`src/rtl/wide_add_pkg.sv`:
```
// Shared constants, state encoding and sizing helper for the wide-operand adder sequencer.
package wide_add_pkg;

  localparam int unsigned WORD_W = 32;

  typedef enum logic [1:0] {StIdle, StRun, StDone} state_e;

  function automatic int unsigned idx_width(input int unsigned words);
    return (words > 1) ? $clog2(words) : 1;
  endfunction

endpackage

```
`src/rtl/adder_32_1.sv`:
```
// 32-bit carry-lookahead adder slice: 4-bit lookahead groups, group carries chained.
module adder_32_1 (
  input  logic [31:0] a,
  input  logic [31:0] b,
  input  logic        c_in,
  output logic [31:0] s,
  output logic        c_out
);

  logic [31:0] g;
  logic [31:0] p;
  logic [32:0] c;

  assign g = a & b;
  assign p = a ^ b;

  always_comb begin
    c    = '0;
    c[0] = c_in;
    for (int k = 0; k < 8; k++) begin
      c[4*k+1] = g[4*k] | (p[4*k] & c[4*k]);
      c[4*k+2] = g[4*k+1] | (p[4*k+1] & g[4*k]) | (p[4*k+1] & p[4*k] & c[4*k]);
      c[4*k+3] = g[4*k+2] | (p[4*k+2] & g[4*k+1]) | (p[4*k+2] & p[4*k+1] & g[4*k])
               | (p[4*k+2] & p[4*k+1] & p[4*k] & c[4*k]);
      // Group generate/propagate gives the carry into the next group directly.
      c[4*k+4] = g[4*k+3] | (p[4*k+3] & g[4*k+2]) | (p[4*k+3] & p[4*k+2] & g[4*k+1])
               | (p[4*k+3] & p[4*k+2] & p[4*k+1] & g[4*k])
               | (p[4*k+3] & p[4*k+2] & p[4*k+1] & p[4*k] & c[4*k]);
    end
  end

  assign s     = p ^ c[31:0];
  assign c_out = c[32];

endmodule

```
`src/rtl/wide_add_seq.sv`:
```
// Multi-cycle wide adder: one 32-bit word per clock through a shared CLA slice, LSW first.
// Optional signed-overflow output enabled by defining WIDE_ADD_OVF_EN.
module wide_add_seq
  import wide_add_pkg::*;
#(
  parameter int unsigned WORDS = 4
) (
  input  logic                      clk,
  input  logic                      rst,
  input  logic                      start,
  input  logic [WORD_W*WORDS-1:0]   a,
  input  logic [WORD_W*WORDS-1:0]   b,
  input  logic                      c_in,
  output logic                      busy,
  output logic                      done,
  output logic [WORD_W*WORDS-1:0]   s,
  output logic                      c_out
`ifdef WIDE_ADD_OVF_EN
  ,
  output logic                      ovf
`endif
);

  localparam int unsigned W    = WORD_W * WORDS;
  localparam int unsigned IdxW = idx_width(WORDS);
  localparam logic [IdxW-1:0] LastIdx = IdxW'(WORDS - 1);

  state_e          state_q, state_d;
  logic [W-1:0]    a_q, b_q;
  logic [W-1:0]    work_q, work_d;
  logic [W-1:0]    s_q, s_d;
  logic [IdxW-1:0] idx_q, idx_d;
  logic            carry_q, carry_d;
  logic            c_out_q, c_out_d;
  logic            accept;

  logic [WORD_W-1:0] slice_a, slice_b, slice_s;
  logic              slice_c;

  assign accept  = start && (state_q != StRun);
  assign slice_a = a_q[WORD_W*idx_q +: WORD_W];
  assign slice_b = b_q[WORD_W*idx_q +: WORD_W];

  adder_32_1 u_slice (
    .a     (slice_a),
    .b     (slice_b),
    .c_in  (carry_q),
    .s     (slice_s),
    .c_out (slice_c)
  );

`ifdef WIDE_ADD_OVF_EN
  logic ovf_q, ovf_d;
  logic top_msb_cin;

  // Only meaningful on the top-word edge, which is the only time ovf_d is taken.
  assign top_msb_cin = a_q[W-1] ^ b_q[W-1] ^ slice_s[WORD_W-1];
`endif

  always_comb begin
    state_d = state_q;
    idx_d   = idx_q;
    carry_d = carry_q;
    work_d  = work_q;
    s_d     = s_q;
    c_out_d = c_out_q;
`ifdef WIDE_ADD_OVF_EN
    ovf_d   = ovf_q;
`endif
    unique case (state_q)
      StIdle: if (start) state_d = StRun;
      StRun: begin
        work_d[WORD_W*idx_q +: WORD_W] = slice_s;
        carry_d = slice_c;
        idx_d   = idx_q + IdxW'(1);
        if (idx_q == LastIdx) begin
          state_d = StDone;
          idx_d   = '0;
          s_d     = work_d;
          c_out_d = slice_c;
`ifdef WIDE_ADD_OVF_EN
          ovf_d   = top_msb_cin ^ slice_c;
`endif
        end
      end
      StDone:  state_d = start ? StRun : StIdle;
      default: state_d = StIdle;
    endcase
    if (accept) begin
      idx_d   = '0;
      carry_d = c_in;
    end
  end

  always_ff @(posedge clk or posedge rst) begin
    if (rst) begin
      state_q <= StIdle;
      a_q     <= '0;
      b_q     <= '0;
      work_q  <= '0;
      s_q     <= '0;
      idx_q   <= '0;
      carry_q <= 1'b0;
      c_out_q <= 1'b0;
    end else begin
      state_q <= state_d;
      work_q  <= work_d;
      s_q     <= s_d;
      idx_q   <= idx_d;
      carry_q <= carry_d;
      c_out_q <= c_out_d;
      if (accept) begin
        a_q <= a;
        b_q <= b;
      end
    end
  end

`ifdef WIDE_ADD_OVF_EN
  always_ff @(posedge clk or posedge rst) begin
    if (rst) ovf_q <= 1'b0;
    else     ovf_q <= ovf_d;
  end

  assign ovf = ovf_q;
`endif

  assign busy  = (state_q == StRun);
  assign done  = (state_q == StDone);
  assign s     = s_q;
  assign c_out = c_out_q;

endmodule

```
`config.mk`:
```
export PLATFORM = sky130hd
export DESIGN_NAME = wide_add_seq
export DESIGN_NICKNAME = d
export VERILOG_FILES = /design/src/rtl/wide_add_pkg.sv /design/src/rtl/adder_32_1.sv /design/src/rtl/wide_add_seq.sv
export SDC_FILE = /design/constraint.sdc
export NUM_CORES = 1
export LEC_CHECK = 0
export CELL_PAD_IN_SITES_DETAIL_PLACEMENT = 1
export CELL_PAD_IN_SITES_GLOBAL_PLACEMENT = 1
export CORE_MARGIN = 1
export CORE_UTILIZATION = 45
export CTS_BUF_LIST = sky130_fd_sc_hd__clkbuf_8
export CTS_CLUSTER_DIAMETER = 120
export DETAILED_ROUTE_END_ITERATION = 8
export GPL_TIMING_DRIVEN = 0
export PLACE_DENSITY_LB_ADDON = 0.1
export SLEW_MARGIN = 20
export SYNTH_ARGS = -nofsm -noshare
export SYNTH_HDL_FRONTEND = slang
export SYNTH_HIERARCHICAL = 1
export SYNTH_SLANG_ARGS = --single-unit
export TNS_END_PERCENT = 50
```
`constraint.sdc`:
```
create_clock -name clk -period 18.4 [get_ports clk]
set_input_delay 1.84 -clock clk [delete_from_list [all_inputs] [get_ports clk]]
set_output_delay 1.84 -clock clk [all_outputs]
set_load 0.005 [all_outputs]
```
==> summary.txt, run 1 <==
Worst setup path
  – CP max stage delay: about 0.64 ns
  – Crit start category: register
  – CP max-delay cell: buf_1
  – Crit path capture: s[125]
  – R2r endpoint: s[125]
  – CP required: 18.93 ns
  – Worst Reg2Reg Path Length in Cells: 15
  – Worst path arrival time: 5.86 ns
  – WS Path Type: register to register
  – CP dominant cell by count: buf_2
  – CP endpoint kind: register
  – Worst Setup SP: idx_q[1]
  – R2R setup slack: 13.07 ns
  – Max FO, Critical Path: 10
  – Critical path depth: 15
  – Worst-path cell chain: buf_2 -> buf_1 -> mux4_2 -> ha_1 -> a211oi_2 -> nor4_1 -> o21ai_1 -> nand4_2 -> a311oi_4 -> o21ai_0 -> fa_1 -> xor2_1 -> buf_2 -> a32oi_1 -> a21oi_1
  – Buf+Inv Stages, Crit Path: 3
  – Worst r2r src: idx_q[1]
  – CP delay by family, top: compound AO/OA/AOI/OAI gates

Die
  – Initial core utilization: 0.4599
  – Ports: 391
  – Die span in x: 229.1 µm
  – CORE AREA: a little over 50000 µm²
  – FP Rows: 82
  – Die H: 229.1 µm
  – Die footprint: between 50000 and 60000 µm²

Logic synthesis
  – Sequential area share after synthesis: 0.5583
  – Synth async-reset ratio: 1.000
  – Post-synth top area cell: dfrtp_1
  – Predominant post-synthesis flop cell: dfrtp_1
  – Most frequent cells after synthesis: dfrtp_1 (518), mux2_2 (257), a21oi_1 (174)
  – Cells after Synth: around 1700
  – Top cells by area, synth: dfrtp_1 (56%), mux2_2 (12%), mux4_2 (6.2%)
  – Mapped Nets: 2054
  – Top cell type's share of synthesized area: 0.5583
  – Syn avg cell area: approximately 13 µm²
  – Count leader, synth: dfrtp_1
  – Synthesized area: 23220 µm²
  – Post-synth EDFFs: 0
  – Syn. warnings: 6
  – Register bit total from synthesis: around 520
  – Yosys cell types: 52

Placement
  – PortBufs: 390
  – Hpwl dp: between 50000 and 60000 µm
  – RD Place Congestion: 0.8477
  – Pre-CTS WS: 13.16 ns

Layout
  – Number of fill cells: between 5000 and 6000
  – Core Util, Final: 0.5918
  – Area Overhead vs Synth: 28.68%
  – Fin nets: 2542
  – Share of cells above drive strength 1: 0.2516

Clocking
  – Worst-Skew Late Latency: 0.69 ns
  – CTS Buffer Depth: 3
  – Reg clk slew, reported paths: 0.06 ns
  – Post-CTS Hold Fix Bufs: 0
  – Postcts setup bufs: 0
  – Depth of the CTS H-tree: 3
  – Clock Sinks: 518
  – CTS Buf Count: 91
  – Clock root cell: clkbuf_8
  – CTS tree: yes
  – Resize count post-CTS: 0

Worst hold path
  – Worst min path class: register to register

Detailed routing
  – Initial DRC count: 903
  – Total wire length: 75210 µm
  – Residual DRC count: 0
  – Antenna viol nets, final: 0
  – Vias per cell: 5.725
  – First drt pass iteration count: 7
  – Vias: roughly 17000
  – WL/cell: roughly 25 µm

Timing
  – Setup WS post-layout: around 13 ns
  – Fin. Hold Viols: 0
  – RSZ-0062 raised after global routing: no
  – Peak Freq: 187.5 MHz
  – Final hold slack: roughly 0.49 ns
  – Worst Skew: 0.03504 ns
  – Relative slew slack: 0.3834
  – Tmin final: approximately 5.3 ns
  – Slew @ Worst Pin: 0.9250 ns
  – Setup TNS: 0 ns
  – Period utilization: 0.2899
  – Slew Viols, Final: 0
  – Finish-stage setup viols: 0

Global route
  – GRT Resource Usage Total: 0.2916
  – Initial antenna violation count: 25
  – GRT overflow: 0
  – Largest net degree at the start of global routing: 108
  – First-pass GRT wire length: 115000 µm
  – Vias in the first global route: 18700

Status
  – Status: finished clean

Flow run
  – Max Cap Violations: 0
==> cell usage in the layout (no fill, tap or decap), types with 2 or more instances in the layout <==
cell / netlist / final
buf_16: 0 / 5
nor2_2: 2 / 2
ha_1: 38 / 38
a21o_1: 12 / 12
nand2_1: 17 / 17
clkinvlp_4: 0 / 2
a22o_1: 129 / 129
clkbuf_1: 39 / 39
nand2b_1: 3 / 3
nand4_1: 2 / 2
nor2_1: 136 / 136
buf_1: 17 / 17
o21ai_1: 2 / 2
clkbuf_8: 0 / 117
fa_1: 8 / 8
buf_2: 93 / 93
xor2_1: 12 / 12
mux2_2: 257 / 257
nor2b_1: 33 / 33
dfrtp_1: 518 / 518
inv_1: 16 / 42
a21oi_2: 2 / 2
a21oi_1: 174 / 174
o21ai_0: 8 / 8
nand3_1: 4 / 4
buf_4: 8 / 8
clkdlybuf4s50_1: 0 / 390
buf_6: 14 / 14
and3_1: 6 / 6
a32oi_1: 97 / 97
mux4_2: 64 / 64
and3b_1: 3 / 3
o21bai_1: 2 / 2
clkinv_2: 0 / 4
diode_2: 0 / 9
xnor2_1: 10 / 10
==> how the worst min path moves through the flow <==
stage	start	end	cells past startpoint
3_3_place_gp	work_q[9]	work_q[9]	1
4_1_cts	work_q[4]	work_q[4]	1
6_report	work_q[11]	work_q[11]	1
5_1_grt	b_q[39]	b_q[39]	1
2_1_floorplan	work_q[0]	work_q[0]	1
3_5_place_dp	work_q[19]	work_q[19]	1
==> cell type report <==
| class | count | area (µm²) | share of cell area |
|---|---|---|---|
| sequential | 518 | 12960 | 0.4339 |
| multi-input combinational | 1042 | 9295 | 0.3111 |
| timing repair buffer | 395 | 4041 | 0.1353 |
| clock buffer | 117 | 1610 | 0.05390 |
| buffer | 172 | 898.4 | 0.03007 |
| tap | 672 | 840.8 | 0.02814 |
| clock inverter | 33 | 136.4 | 0.004565 |
| inverter | 16 | 67.56 | 0.002262 |
| antenna | 9 | 22.52 | 0.0007539 |
==> kinds of logic (layout without fill, tap and decap cells) <==
group | after synthesis | count (layout) | share of synthesized area
compound gates | 437 | 437 | 0.1351
xor+xnor | 22 | 22 | 0.008299
fa+ha+maj | 46 | 46 | 0.02738
simple gates | 215 | 215 | 0.04247
flops | 518 | 518 | 0.5583
buf+inv | 188 | 733 | 0.04128
other cells | 0 | 9 | 0
mux | 322 | 322 | 0.1872
==> sequential cells by signal (all words and copies together), names as in the netlist <==
register	count
a_q	128
b_q	128
c_out	1
carry_q	1
idx_q	2
s	128
state_q	2
work_q	128
==> stage by stage <==
stage	area, µm²	instances
2_1_floorplan	23220	1748
3_3_place_gp	27960	2810
3_5_place_dp	28110	2815
4_1_cts	29850	2965
5_1_grt	29870	2974
6_report	29870	2974
==> routing by layer <==
layer / vias up / track usage / share of wire
met3: 151 / 0.08317 / 0.068
met1: 8842 / 0.3625 / 0.40
met4: 32 / 0.08771 / 0.025
met2: 554 / 0.4924 / 0.50
met5: - / 0 / 0.0026
li1: 7448 / - / -
Power of run 1 is not shown: default switching activity piles up to over one toggle a cycle in this logic, so the estimate is an artifact.
==> inputs of run 2 (changes only) <==
CORE_UTILIZATION = 41   (was 45)
clock period = 4.7 ns   (was 18.4 ns; I/O delays follow)
==> summary.txt, run 2 (synthesis results as in run 1) <==
Layout
  – Number of fill cells: ~5700
  – Share of cells above drive strength 1: 0.2606
  – Area Overhead vs Synth: 30.30%
  – Fin nets: about 2600
  – Commonest non-fill, non-tap cell in the layout: dfrtp_1
  – Post-route cell area: ~30000 µm²
  – Most frequent cells in the layout: dfrtp_1 (518), clkdlybuf4s50_1 (390), mux2_2 (257)

Die
  – Initial core utilization: 0.4181
  – FP Rows: 86
  – Die footprint: between 50000 and 60000 µm²
  – Die span in x: 240.0 µm
  – Ports: 391
  – CORE AREA: between 50000 and 60000 µm²
  – Die H: 240.0 µm

Worst setup path
  – Worst Setup SP: idx_q[0]
  – Crit start category: register
  – R2r endpoint: s[113]
  – Worst Reg2Reg Path Length in Cells: 15
  – CP endpoint kind: register
  – Crit path capture: s[113]
  – Worst r2r src: idx_q[0]
  – CP required: 5.21 ns
  – R2R setup slack: 0.20 ns
  – Worst path arrival time: 5.00 ns
  – Max FO, Critical Path: 10
  – WS Path Type: register to register

Timing
  – Relative slew slack: 0.4969
  – Period utilization: 0.9570
  – Tmin final: 4.498 ns
  – Worst Skew: approximately 0.027 ns
  – Finish-stage setup viols: 0
  – Final hold slack: 0.08621 ns
  – Setup WS post-layout: around 0.2 ns
  – Fin. Hold Viols: 0
  – Slew @ Worst Pin: ~0.75 ns
  – Setup TNS: 0 ns
  – Peak Freq: 222.3 MHz
  – Slew Viols, Final: 0

Flow run
  – Max Cap Violations: 0

Detailed routing
  – Total wire length: 75780 µm
  – Antenna viol nets, final: 0
  – Vias: 16910
  – Residual DRC count: 0
  – Initial DRC count: 899
  – WL/cell: 24.74 µm
  – First drt pass iteration count: 5
  – Vias per cell: 5.520

Clocking
  – Clock Sinks: 518
  – CTS Buffer Depth: 3
  – Post-CTS Hold Fix Bufs: 0
  – Depth of the CTS H-tree: 3
  – Reg clk slew, reported paths: about 0.060 ns
  – CTS tree: yes
  – Clock root cell: clkbuf_8
  – Worst-Skew Late Latency: roughly 0.7 ns
  – CTS Buf Count: 90

Global route
  – First-pass GRT wire length: 115900 µm
  – GRT Resource Usage Total: 0.2700
  – Initial antenna violation count: 23
  – Vias in the first global route: around 19000
  – Largest net degree at the start of global routing: 36
  – GRT overflow: 0

Placement
  – Hpwl dp: 58430 µm
  – Post-placement cell area: 28440 µm²
  – Pre-CTS WS: -0.3935 ns
  – PortBufs: 390
  – RD Place Congestion: 0.8393

Worst hold path
  – Worst min path class: input port to asynchronous set/reset pin

Status
  – Status: finished clean
-- run 2: worst min-delay path by stage --
| stage | start | endpoint | slack (ns) | depth (start not counted) |
|---|---|---|---|---|
| final | rst | s[25] | 0.09 | 2 |
| after global routing | rst | s[21] | 0.07 | 2 |
| after CTS | rst | s[21] | 0.04 | 2 |
| after detailed placement | work_q[27] | work_q[27] | 0.47 | 1 |
| after global placement | work_q[13] | work_q[13] | 0.47 | 1 |
| after floorplan | work_q[0] | work_q[0] | 0.46 | 1 |
-- run 2: final cells by class --
cell class                 instances  area [µm²]  share of cell area
antenna                            5       12.51           0.0004136
buffer                           172       949.7             0.03139
clock buffer                     108        1486             0.04914
clock inverter                    42       187.7            0.006204
inverter                          16       63.81            0.002109
multi-input combinational       1042        9335              0.3086
sequential                       518       12960              0.4285
tap                              748       935.9             0.03094
timing repair buffer             412        4317              0.1427
-- run 2: worst max-delay path, stage by stage (launching register included) --
cell and delay [ns]:
dfrtp_1 0.38, buf_4 0.18, buf_8 0.20, buf_12 0.17
mux4_2 0.56, ha_1 0.39, a21oi_1 0.15, o21ai_0 0.16
a32oi_2 0.30, nand2_1 0.15, o41a_1 0.39, fa_1 0.39
xor2_1 0.17, buf_2 0.21, a32oi_1 0.36, a21oi_1 0.16
-- run 2: repair_timing --
item,in CTS,in global routing
buffers inserted,1,3
endpoints found under the setup margin,83,51
hold endpoints to repair,0,0
pin swaps,3,3
gates resized for setup,21,9
-- run 2: routing by layer --
metal  track usage  vias to the layer above  part of all wire
li1              -                     7478                 -
met1        0.3352                     8834              0.40
met2        0.4647                      432              0.51
met3       0.07566                      130             0.063
met4       0.06312                       34             0.017
met5             0                        -            0.0028
-- run 2: per-stage QoR --
stage,std cells,utilization
after floorplan,1748,-
after global placement,2886,0.5054
after detailed placement,2904,0.5123
after CTS,3055,0.5437
after global routing,3063,0.5448
final,3063,0.5448
Power of run 2 is left out for the same reason.
